File: src/rtl/procesador_multiciclo_if.sv
// Shared instruction/data memory port with req/ack handshake.
// The core holds req/we/addr/wdata stable until the cycle in which ack is seen.
interface procesador_multiciclo_if #(
  parameter int ADDR_W = 16
);
  logic              req;
  logic              we;
  logic [ADDR_W-1:0] addr;
  logic [31:0]       wdata;
  logic [31:0]       rdata;
  logic              ack;

  modport master (output req, we, addr, wdata, input rdata, ack);
  modport slave  (input req, we, addr, wdata, output rdata, ack);
endinterface

File: src/rtl/procesador_multiciclo.sv
// Multicycle ARM-subset core: DP/LDR/STR/B with condition codes, sticky
// undefined-instruction trap and a combinational debug register read port.
//  state  | meaning
//  FETCH  | request instruction at PC, latch IR on ack, PC += 4
//  DECODE | read operands, evaluate cond, dispatch or trap
//  EXEC   | ALU operation, optional NZCV update
//  ALUWB  | write Rd (or PC), retire
//  MEMADR | compute Rn +/- imm12
//  MEMRD  | load request until ack
//  MEMWB  | write loaded word to Rd (or PC), retire
//  MEMWR  | store request until ack, retire
//  BRANCH | PC <= target, retire
//  TRAP   | undefined instruction, parked until reset
module procesador_multiciclo #(
  parameter int                ADDR_W   = 16,
  parameter logic [ADDR_W-1:0] RESET_PC = '0
) (
  input  logic                   clk,
  input  logic                   rst,
  procesador_multiciclo_if.master mem,
  input  logic                   halt,
  input  logic [3:0]             dbg_sel,
  output logic [31:0]            dbg_data,
  output logic [ADDR_W-1:0]      pc_out,
  output logic                   retire,
  output logic                   trap
);

  localparam logic [3:0] CMD_AND = 4'b0000;
  localparam logic [3:0] CMD_SUB = 4'b0010;
  localparam logic [3:0] CMD_ADD = 4'b0100;
  localparam logic [3:0] CMD_CMP = 4'b1010;
  localparam logic [3:0] CMD_ORR = 4'b1100;
  localparam logic [ADDR_W-1:0] ALIGN = ~ADDR_W'(3);

  typedef enum logic [3:0] {
    S_FETCH, S_DECODE, S_EXEC, S_ALUWB, S_MEMADR,
    S_MEMRD, S_MEMWB, S_MEMWR, S_BRANCH, S_TRAP
  } state_t;

  state_t            state;
  logic [31:0]       rf [16];
  logic [ADDR_W-1:0] pc, maddr;
  logic [31:0]       ir, op_a, op_b, st_data, alu_q, ld_data;
  logic              n_f, z_f, c_f, v_f;
  logic              fetch_busy;

  logic [3:0]  cond, cmd, rn, rd, rm;
  logic [1:0]  op;
  logic        cond_ok, undef, req_fetch;
  logic [31:0] r15_val, rn_val, rm_val, rd_val, ea, br_tgt;
  logic [32:0] sum, dif;
  logic [31:0] alu_res;
  logic        alu_c, alu_v;

  assign cond = ir[31:28];
  assign op   = ir[27:26];
  assign cmd  = ir[24:21];
  assign rn   = ir[19:16];
  assign rd   = ir[15:12];
  assign rm   = ir[3:0];

  // R15 as an operand is the instruction address + 8; PC already holds +4 here.
  assign r15_val = 32'(pc + ADDR_W'(4));
  assign rn_val  = (rn == 4'd15) ? r15_val : rf[rn];
  assign rm_val  = (rm == 4'd15) ? r15_val : rf[rm];
  assign rd_val  = (rd == 4'd15) ? r15_val : rf[rd];
  assign ea      = ir[23] ? op_a + 32'(ir[11:0]) : op_a - 32'(ir[11:0]);
  assign br_tgt  = r15_val + {{6{ir[23]}}, ir[23:0], 2'b00};

  always_comb begin
    cond_ok = 1'b0;
    case (cond)
      4'h0: cond_ok = z_f;
      4'h1: cond_ok = !z_f;
      4'h2: cond_ok = c_f;
      4'h3: cond_ok = !c_f;
      4'h4: cond_ok = n_f;
      4'h5: cond_ok = !n_f;
      4'h6: cond_ok = v_f;
      4'h7: cond_ok = !v_f;
      4'h8: cond_ok = c_f && !z_f;
      4'h9: cond_ok = !c_f || z_f;
      4'hA: cond_ok = (n_f == v_f);
      4'hB: cond_ok = (n_f != v_f);
      4'hC: cond_ok = !z_f && (n_f == v_f);
      4'hD: cond_ok = z_f || (n_f != v_f);
      4'hE: cond_ok = 1'b1;
      default: cond_ok = 1'b0;
    endcase
  end

  assign undef = (op == 2'b11) ||
                 ((op == 2'b00) && !(cmd inside {CMD_AND, CMD_SUB, CMD_ADD, CMD_CMP, CMD_ORR}));

  always_comb begin
    sum     = {1'b0, op_a} + {1'b0, op_b};
    dif     = {1'b0, op_a} + {1'b0, ~op_b} + 33'd1;
    alu_res = '0;
    alu_c   = c_f;
    alu_v   = v_f;
    case (cmd)
      CMD_ADD: begin
        alu_res = sum[31:0];
        alu_c   = sum[32];
        alu_v   = (op_a[31] == op_b[31]) && (sum[31] != op_a[31]);
      end
      CMD_SUB, CMD_CMP: begin
        alu_res = dif[31:0];
        alu_c   = dif[32];
        alu_v   = (op_a[31] != op_b[31]) && (dif[31] != op_a[31]);
      end
      CMD_AND: alu_res = op_a & op_b;
      CMD_ORR: alu_res = op_a | op_b;
      default: alu_res = '0;
    endcase
  end

  // Once a fetch request is out it stays out until ack, even if halt rises.
  assign req_fetch = (state == S_FETCH) && (!halt || fetch_busy);

  assign mem.req   = !rst && (req_fetch || state == S_MEMRD || state == S_MEMWR);
  assign mem.we    = (state == S_MEMWR);
  assign mem.addr  = (state == S_FETCH) ? (pc & ALIGN) : maddr;
  assign mem.wdata = st_data;

  assign dbg_data = (dbg_sel == 4'd15) ? 32'(pc) : rf[dbg_sel];
  assign pc_out   = pc;

  always_ff @(posedge clk or posedge rst) begin
    if (rst) begin
      state      <= S_FETCH;
      pc         <= RESET_PC;
      for (int i = 0; i < 16; i++) rf[i] <= '0;
      {n_f, z_f, c_f, v_f} <= 4'b0000;
      ir         <= '0;
      op_a       <= '0;
      op_b       <= '0;
      st_data    <= '0;
      alu_q      <= '0;
      ld_data    <= '0;
      maddr      <= '0;
      fetch_busy <= 1'b0;
      retire     <= 1'b0;
      trap       <= 1'b0;
    end else begin
      retire <= 1'b0;
      case (state)
        S_FETCH: begin
          if (req_fetch) begin
            if (mem.ack) begin
              ir         <= mem.rdata;
              pc         <= pc + ADDR_W'(4);
              fetch_busy <= 1'b0;
              state      <= S_DECODE;
            end else begin
              fetch_busy <= 1'b1;
            end
          end
        end
        S_DECODE: begin
          op_a    <= rn_val;
          op_b    <= ir[25] ? 32'(ir[7:0]) : rm_val;
          st_data <= rd_val;
          if (!cond_ok) begin
            retire <= 1'b1;
            state  <= S_FETCH;
          end else if (undef) begin
            trap  <= 1'b1;
            state <= S_TRAP;
          end else begin
            case (op)
              2'b00:   state <= S_EXEC;
              2'b01:   state <= S_MEMADR;
              default: state <= S_BRANCH;
            endcase
          end
        end
        S_EXEC: begin
          alu_q <= alu_res;
          if (ir[20] || cmd == CMD_CMP)
            {n_f, z_f, c_f, v_f} <= {alu_res[31], (alu_res == '0), alu_c, alu_v};
          state <= S_ALUWB;
        end
        S_ALUWB: begin
          if (cmd != CMD_CMP) begin
            if (rd == 4'd15) pc <= ADDR_W'(alu_q) & ALIGN;
            else             rf[rd] <= alu_q;
          end
          retire <= 1'b1;
          state  <= S_FETCH;
        end
        S_MEMADR: begin
          maddr <= ADDR_W'(ea) & ALIGN;
          state <= ir[20] ? S_MEMRD : S_MEMWR;
        end
        S_MEMRD: begin
          if (mem.ack) begin
            ld_data <= mem.rdata;
            state   <= S_MEMWB;
          end
        end
        S_MEMWB: begin
          if (rd == 4'd15) pc <= ADDR_W'(ld_data) & ALIGN;
          else             rf[rd] <= ld_data;
          retire <= 1'b1;
          state  <= S_FETCH;
        end
        S_MEMWR: begin
          if (mem.ack) begin
            retire <= 1'b1;
            state  <= S_FETCH;
          end
        end
        S_BRANCH: begin
          pc     <= ADDR_W'(br_tgt) & ALIGN;
          retire <= 1'b1;
          state  <= S_FETCH;
        end
        S_TRAP:  state <= S_TRAP;
        default: state <= S_FETCH;
      endcase
    end
  end

endmodule

File: src/flat_wrapper.sv
// flat-port wrapper written by rule: the top's interface ports become plain ports
module procesador_multiciclo_flat 
#(
  parameter int                ADDR_W   = 16,
  parameter logic [ADDR_W-1:0] RESET_PC = '0
)
  (clk, rst, halt, dbg_sel, dbg_data, pc_out, retire, trap, mem_req, mem_we, mem_addr, mem_wdata, mem_rdata, mem_ack);
  procesador_multiciclo_if #(.ADDR_W(ADDR_W)) mem_i ();
  input  logic clk;
  input  logic rst;
  input  logic halt;
  input  logic [3:0] dbg_sel;
  output logic [31:0] dbg_data;
  output logic [ADDR_W-1:0] pc_out;
  output logic retire;
  output logic trap;
  output wire logic [$bits(mem_i.req)-1:0] mem_req;
  output wire logic [$bits(mem_i.we)-1:0] mem_we;
  output wire logic [$bits(mem_i.addr)-1:0] mem_addr;
  output wire logic [$bits(mem_i.wdata)-1:0] mem_wdata;
  input wire logic [$bits(mem_i.rdata)-1:0] mem_rdata;
  input wire logic [$bits(mem_i.ack)-1:0] mem_ack;
  assign mem_req = mem_i.req;
  assign mem_we = mem_i.we;
  assign mem_addr = mem_i.addr;
  assign mem_wdata = mem_i.wdata;
  assign mem_i.rdata = mem_rdata;
  assign mem_i.ack = mem_ack;
  procesador_multiciclo #(.ADDR_W(ADDR_W), .RESET_PC(RESET_PC)) u_core (.clk(clk), .rst(rst), .mem(mem_i), .halt(halt), .dbg_sel(dbg_sel), .dbg_data(dbg_data), .pc_out(pc_out), .retire(retire), .trap(trap));
endmodule
File: config.mk
export PLATFORM = sky130hd
export DESIGN_NAME = procesador_multiciclo_flat
export DESIGN_NICKNAME = d
export VERILOG_FILES = /design/src/rtl/procesador_multiciclo_if.sv /design/src/rtl/procesador_multiciclo.sv /design/src/flat_wrapper.sv
export SDC_FILE = /design/constraint.sdc
export NUM_CORES = 2
export LEC_CHECK = 0
export BUFFER_PORTS_ARGS = -buffer_cell sky130_fd_sc_hd__buf_4
export CAP_MARGIN = 20
export CORE_UTILIZATION = 40
export DETAILED_ROUTE_END_ITERATION = 6
export PLACE_DENSITY_LB_ADDON = 0.25
export REMOVE_ABC_BUFFERS = 1
export SYNTH_ARGS = -nofsm -noshare
export SYNTH_HDL_FRONTEND = slang
export SYNTH_SLANG_ARGS = --single-unit
File: constraint.sdc
create_clock -name clk -period 46.3 [get_ports clk]
set_input_delay 4.63 -clock clk [delete_from_list [all_inputs] [get_ports clk]]
set_output_delay 4.63 -clock clk [all_outputs]
set_load 0.05 [all_outputs]
==> results.yml <==
power:
  power.static_leakage_nw: 22.7
  total_switching_power_w: 0.00191
  powerDensity_nw_per_um2: 75.2
  power_frac_seq_pct: 28.3
  cellInternalPower_w: 0.00223
  power.share.switching_pct: 46.1
  ir_drop_worst_vdd_mv: 0.0524
  power.share.combinational_pct: 53.7
  clock_power_share_pct: 18.0
  total_power_w: 0.00414
placement:
  place.gp.congestion: 0.921
  portBuffers: 135
  dpl-instance-area_um2: 51900
  dp.cells: 5861
  detailedPlacementHpwl_um: 112000
sta:
  timing_hold_violations_final: 0
  setup-violations-final: 0
  slew-limit-headroom_pct: 19.3
  timing_worst_slew_pin_value_ps: 1180
  setup-tns-final_ps: 0
  max_slew_violation_total_from_the_final_report: 0
  period_needed_ps: 12850
  grt_setup_unrepaired: "no"
  timing.final.crit_share_pct: 27.8
  final_skew_ps: 21.9
  max_freq_mhz: 77.8
drt:
  routed_wl_um: 175000
  iteration_0_drc_count_of_the_detailed_router: 4456
  post_detailed_route_wirelength_per_cell_um: 29.0
  drc_errors_left: 1
  vias_after_detailed_routing: 38800
  drt_first_pass_iters: 7
  antenna_left: 0
  detail_route.vias_per_cell: 6.44
flow_run:
  max_cap_viols: 0
clock_network:
  tritoncts: "built"
  clock_insertion_delay_worst_skew_ps: 690
  clockBufferDepth: 3
  post_cts.repair.setup_buffers: 0
  clk_transition_reported_paths_ps: 60
  cts.sinks: 743
  cts_root_buf: "sky130_fd_sc_hd__clkbuf_16"
  cts-resized-gates: 0
  cts_hold_repair.buffers: 0
  tritoncts.num_buffers: 86
  cts_max_level: 3
global_route:
  first_global_vias: 37600
  grt_first_pass_wirelength_um: 261000
  grt_overflow: 0
  grt_use_total_pct: 27.9
  grt_antenna_before_repair: 6
  grt_start_max_net_pins: 182
worst_setup_path:
  path_class: "input pin to output pin"
  kind_of_end_point_of_the_critical_path: "output pin"
  top_cell_by_count_worst_path: "sky130_fd_sc_hd__buf_4"
  crit_path_start_kind: "input pin"
  worst_path_dominant_cell_family: "buffers and inverters"
  cp.arrival_ps: 8220
  worst_path_max_delay_cell: "sky130_fd_sc_hd__buf_4"
  worst-path-buf-inv: 5
  timing.critical_path.slowest_cell_delay_ps: 760
  crit_path_max_fanout: 49
  path_cells: "clkbuf_8 > buf_4 > buf_4 > nand2b_1 > buf_4 > o22a_1 > mux4_2 > o21a_1 > buf_4"
  crit_required_ps: 41670
final_layout:
  n_fill_cell: 11300
  layout.nets: 4505
  final_design_instance_area_without_fill_um2: 55000
  seqCellArea_um2: 18600
  final_layout_size_suffix_gt1_share_pct: 26.9
  footprint_of_the_multi_input_gates_um2: 29000
  final_common_cell: "sky130_fd_sc_hd__dfrtp_1"
  mostFrequentLayoutCells: "sky130_fd_sc_hd__dfrtp_1 (731), sky130_fd_sc_hd__mux4_2 (617), sky130_fd_sc_hd__nor2_1 (459), sky130_fd_sc_hd__a21oi_1 (447), sky130_fd_sc_hd__nand2_1 (364)"
  final_cells: 6027
  area.growth.synth_to_final_pct: 11.1
synth:
  yosysWarnings: 0
  ys_async_sr_fraction_pct: 100
  dominantRegCellSynth: "sky130_fd_sc_hd__dfrtp_1"
  synth.top_cell.area_share_pct: 37.5
  edff_count_synth: 0
  synthesis.area_um2: 49500
  mean_instance_size_in_the_synthesized_netlist_um2: 11.2
  synth_cell_types: 96
  main_area_contributors_after_synthesis: "sky130_fd_sc_hd__dfrtp_1 (38%), sky130_fd_sc_hd__mux4_2 (28%), sky130_fd_sc_hd__a21oi_1 (4.5%)"
  yosys.area.top_type: "sky130_fd_sc_hd__dfrtp_1"
  synth_seq_area_share_pct: 37.5
  syn-instance-count: 4440
  ys_ff_latch: 743
floorplan:
  die-area_um2: 125000
  row_count: 128
  fp.dieW_um: 354
  placeableCoreArea_um2: 122000
  initial_utilization_pct: 40.5
  design.portCount: 140
  die_h_um: 354
outcome:
  violated_checks: "DRC"
  outcome: "finished, violations left"
min_path:
  worstHoldPathType: "flip-flop to flip-flop"
power by group through the flow:
| stage | clock (W) | sequential, W | combinational [W] |
|---|---|---|---|
| 2_1_floorplan | 0 | 0.00122 | 0.00143 |
| 3_3_place_gp | 0 | 0.00117 | 0.00216 |
| 3_5_place_dp | 0 | 0.00117 | 0.00219 |
| 4_1_cts | 0.000755 | 0.00116 | 0.00220 |
| 5_1_grt | 0.000779 | 0.00120 | 0.00236 |
| 6_report | 0.000745 | 0.00117 | 0.00222 |
per-layer routing:
metal	vias up	wire, um	GRT usage, %
li1	16400	-	-
met1	19900	71100	38.8
met2	2050	78800	42.2
met3	405	17000	6.53
met4	14	7540	11.5
met5	-	110	0
synth_stat cells (all sizes together) (10+ instances only):
library cell and instances:
a211oi 19, a21o 13, a21oi 449, a221o 14, a221oi 11, a22oi 11, a31oi 14, and2 27
and3 15, buf 81, clkbuf 353, dfrtp 743, ha 135, inv 137, mux2 105, mux2i 50
mux4 617, nand2 370, nand2b 18, nand3 56, nand4 12, nor2 466, nor2b 26, nor3 48
o211ai 15, o21a 23, o21ai 341, o21bai 20, o221ai 16, o22a 22, o22ai 22, o31ai 10
xnor2 25, xor2 24
cell families after synthesis:
group / synth area share, %
and+or+nand+nor: 9.48
AOI/OAI and AO/OA: 12.7
muxes: 31.4
DFF: 37.5
buffers and inverters: 4.43
adders and majority gates: 3.53
xor gates and xnor gates: 0.866
other: 0.00757
path summary, 6_finish.rpt:
path | startpoint | endpoint | slack [ps] | depth (start not counted)
worst max-delay path | dbg_sel[0] | dbg_data[5] | 33450 | 9
worst min-delay path | u_core.rf[3] | u_core.rf[3] | 400 | 0
worst max register to register | u_core.op_b[1] | u_core.z_f | 41300 | 14
worst min register to register | u_core.rf[3] | u_core.rf[3] | 400 | 0
max in group asynchronous | rst | u_core.ir[16] | 39050 | 5
min in group asynchronous | rst | u_core.state[0] | 4100 | 2
through the flow:
step | worst slack, ps | utilization, % | hold slack (ps)
6_report | 33450 | 45.0 | 402
5_1_grt | 33230 | 45.0 | 410
4_1_cts | 33420 | 44.9 | 399
3_5_place_dp | 33420 | 42.4 | 385
3_3_place_gp | 33440 | 42.4 | 381
2_1_floorplan | 20820 | - | 364
worst register-to-register path, stage by stage (launching register included):
cell	delay (ps)
sky130_fd_sc_hd__dfrtp_1	460
sky130_fd_sc_hd__inv_1	170
sky130_fd_sc_hd__fa_1	490
sky130_fd_sc_hd__nor2b_1	210
sky130_fd_sc_hd__o31a_1	260
sky130_fd_sc_hd__o21ai_1	240
sky130_fd_sc_hd__o41ai_2	770
sky130_fd_sc_hd__a31oi_1	290
sky130_fd_sc_hd__o211ai_1	320
sky130_fd_sc_hd__a21oi_1	190
sky130_fd_sc_hd__o21ai_1	270
sky130_fd_sc_hd__o221ai_1	140
sky130_fd_sc_hd__a221oi_1	750
sky130_fd_sc_hd__nand4_1	180
sky130_fd_sc_hd__o21ai_1	160
sequential cells by signal (all words and copies together) (netlist names), 4 cells and up:
register,count
u_core.pc_out,14
u_core.ld_data,32
u_core.rf,512
u_core.ir,32
u_core.alu_q,32
u_core.maddr,14
u_core.state,4
u_core.mem.wdata,32
u_core.op_b,32
u_core.op_a,32
cell type report:
cell class | count | share of cell area [%]
well taps | 1625 | 3.70
repair buffers | 230 | 3.27
diodes | 2 | 0.00910
clock inverters | 44 | 1.01
inverters | 138 | 0.955
clock buffers | 117 | 4.55
flip-flops and latches | 743 | 33.9
multi-input cells | 3128 | 52.6
Power figures use the tool's default switching activity.
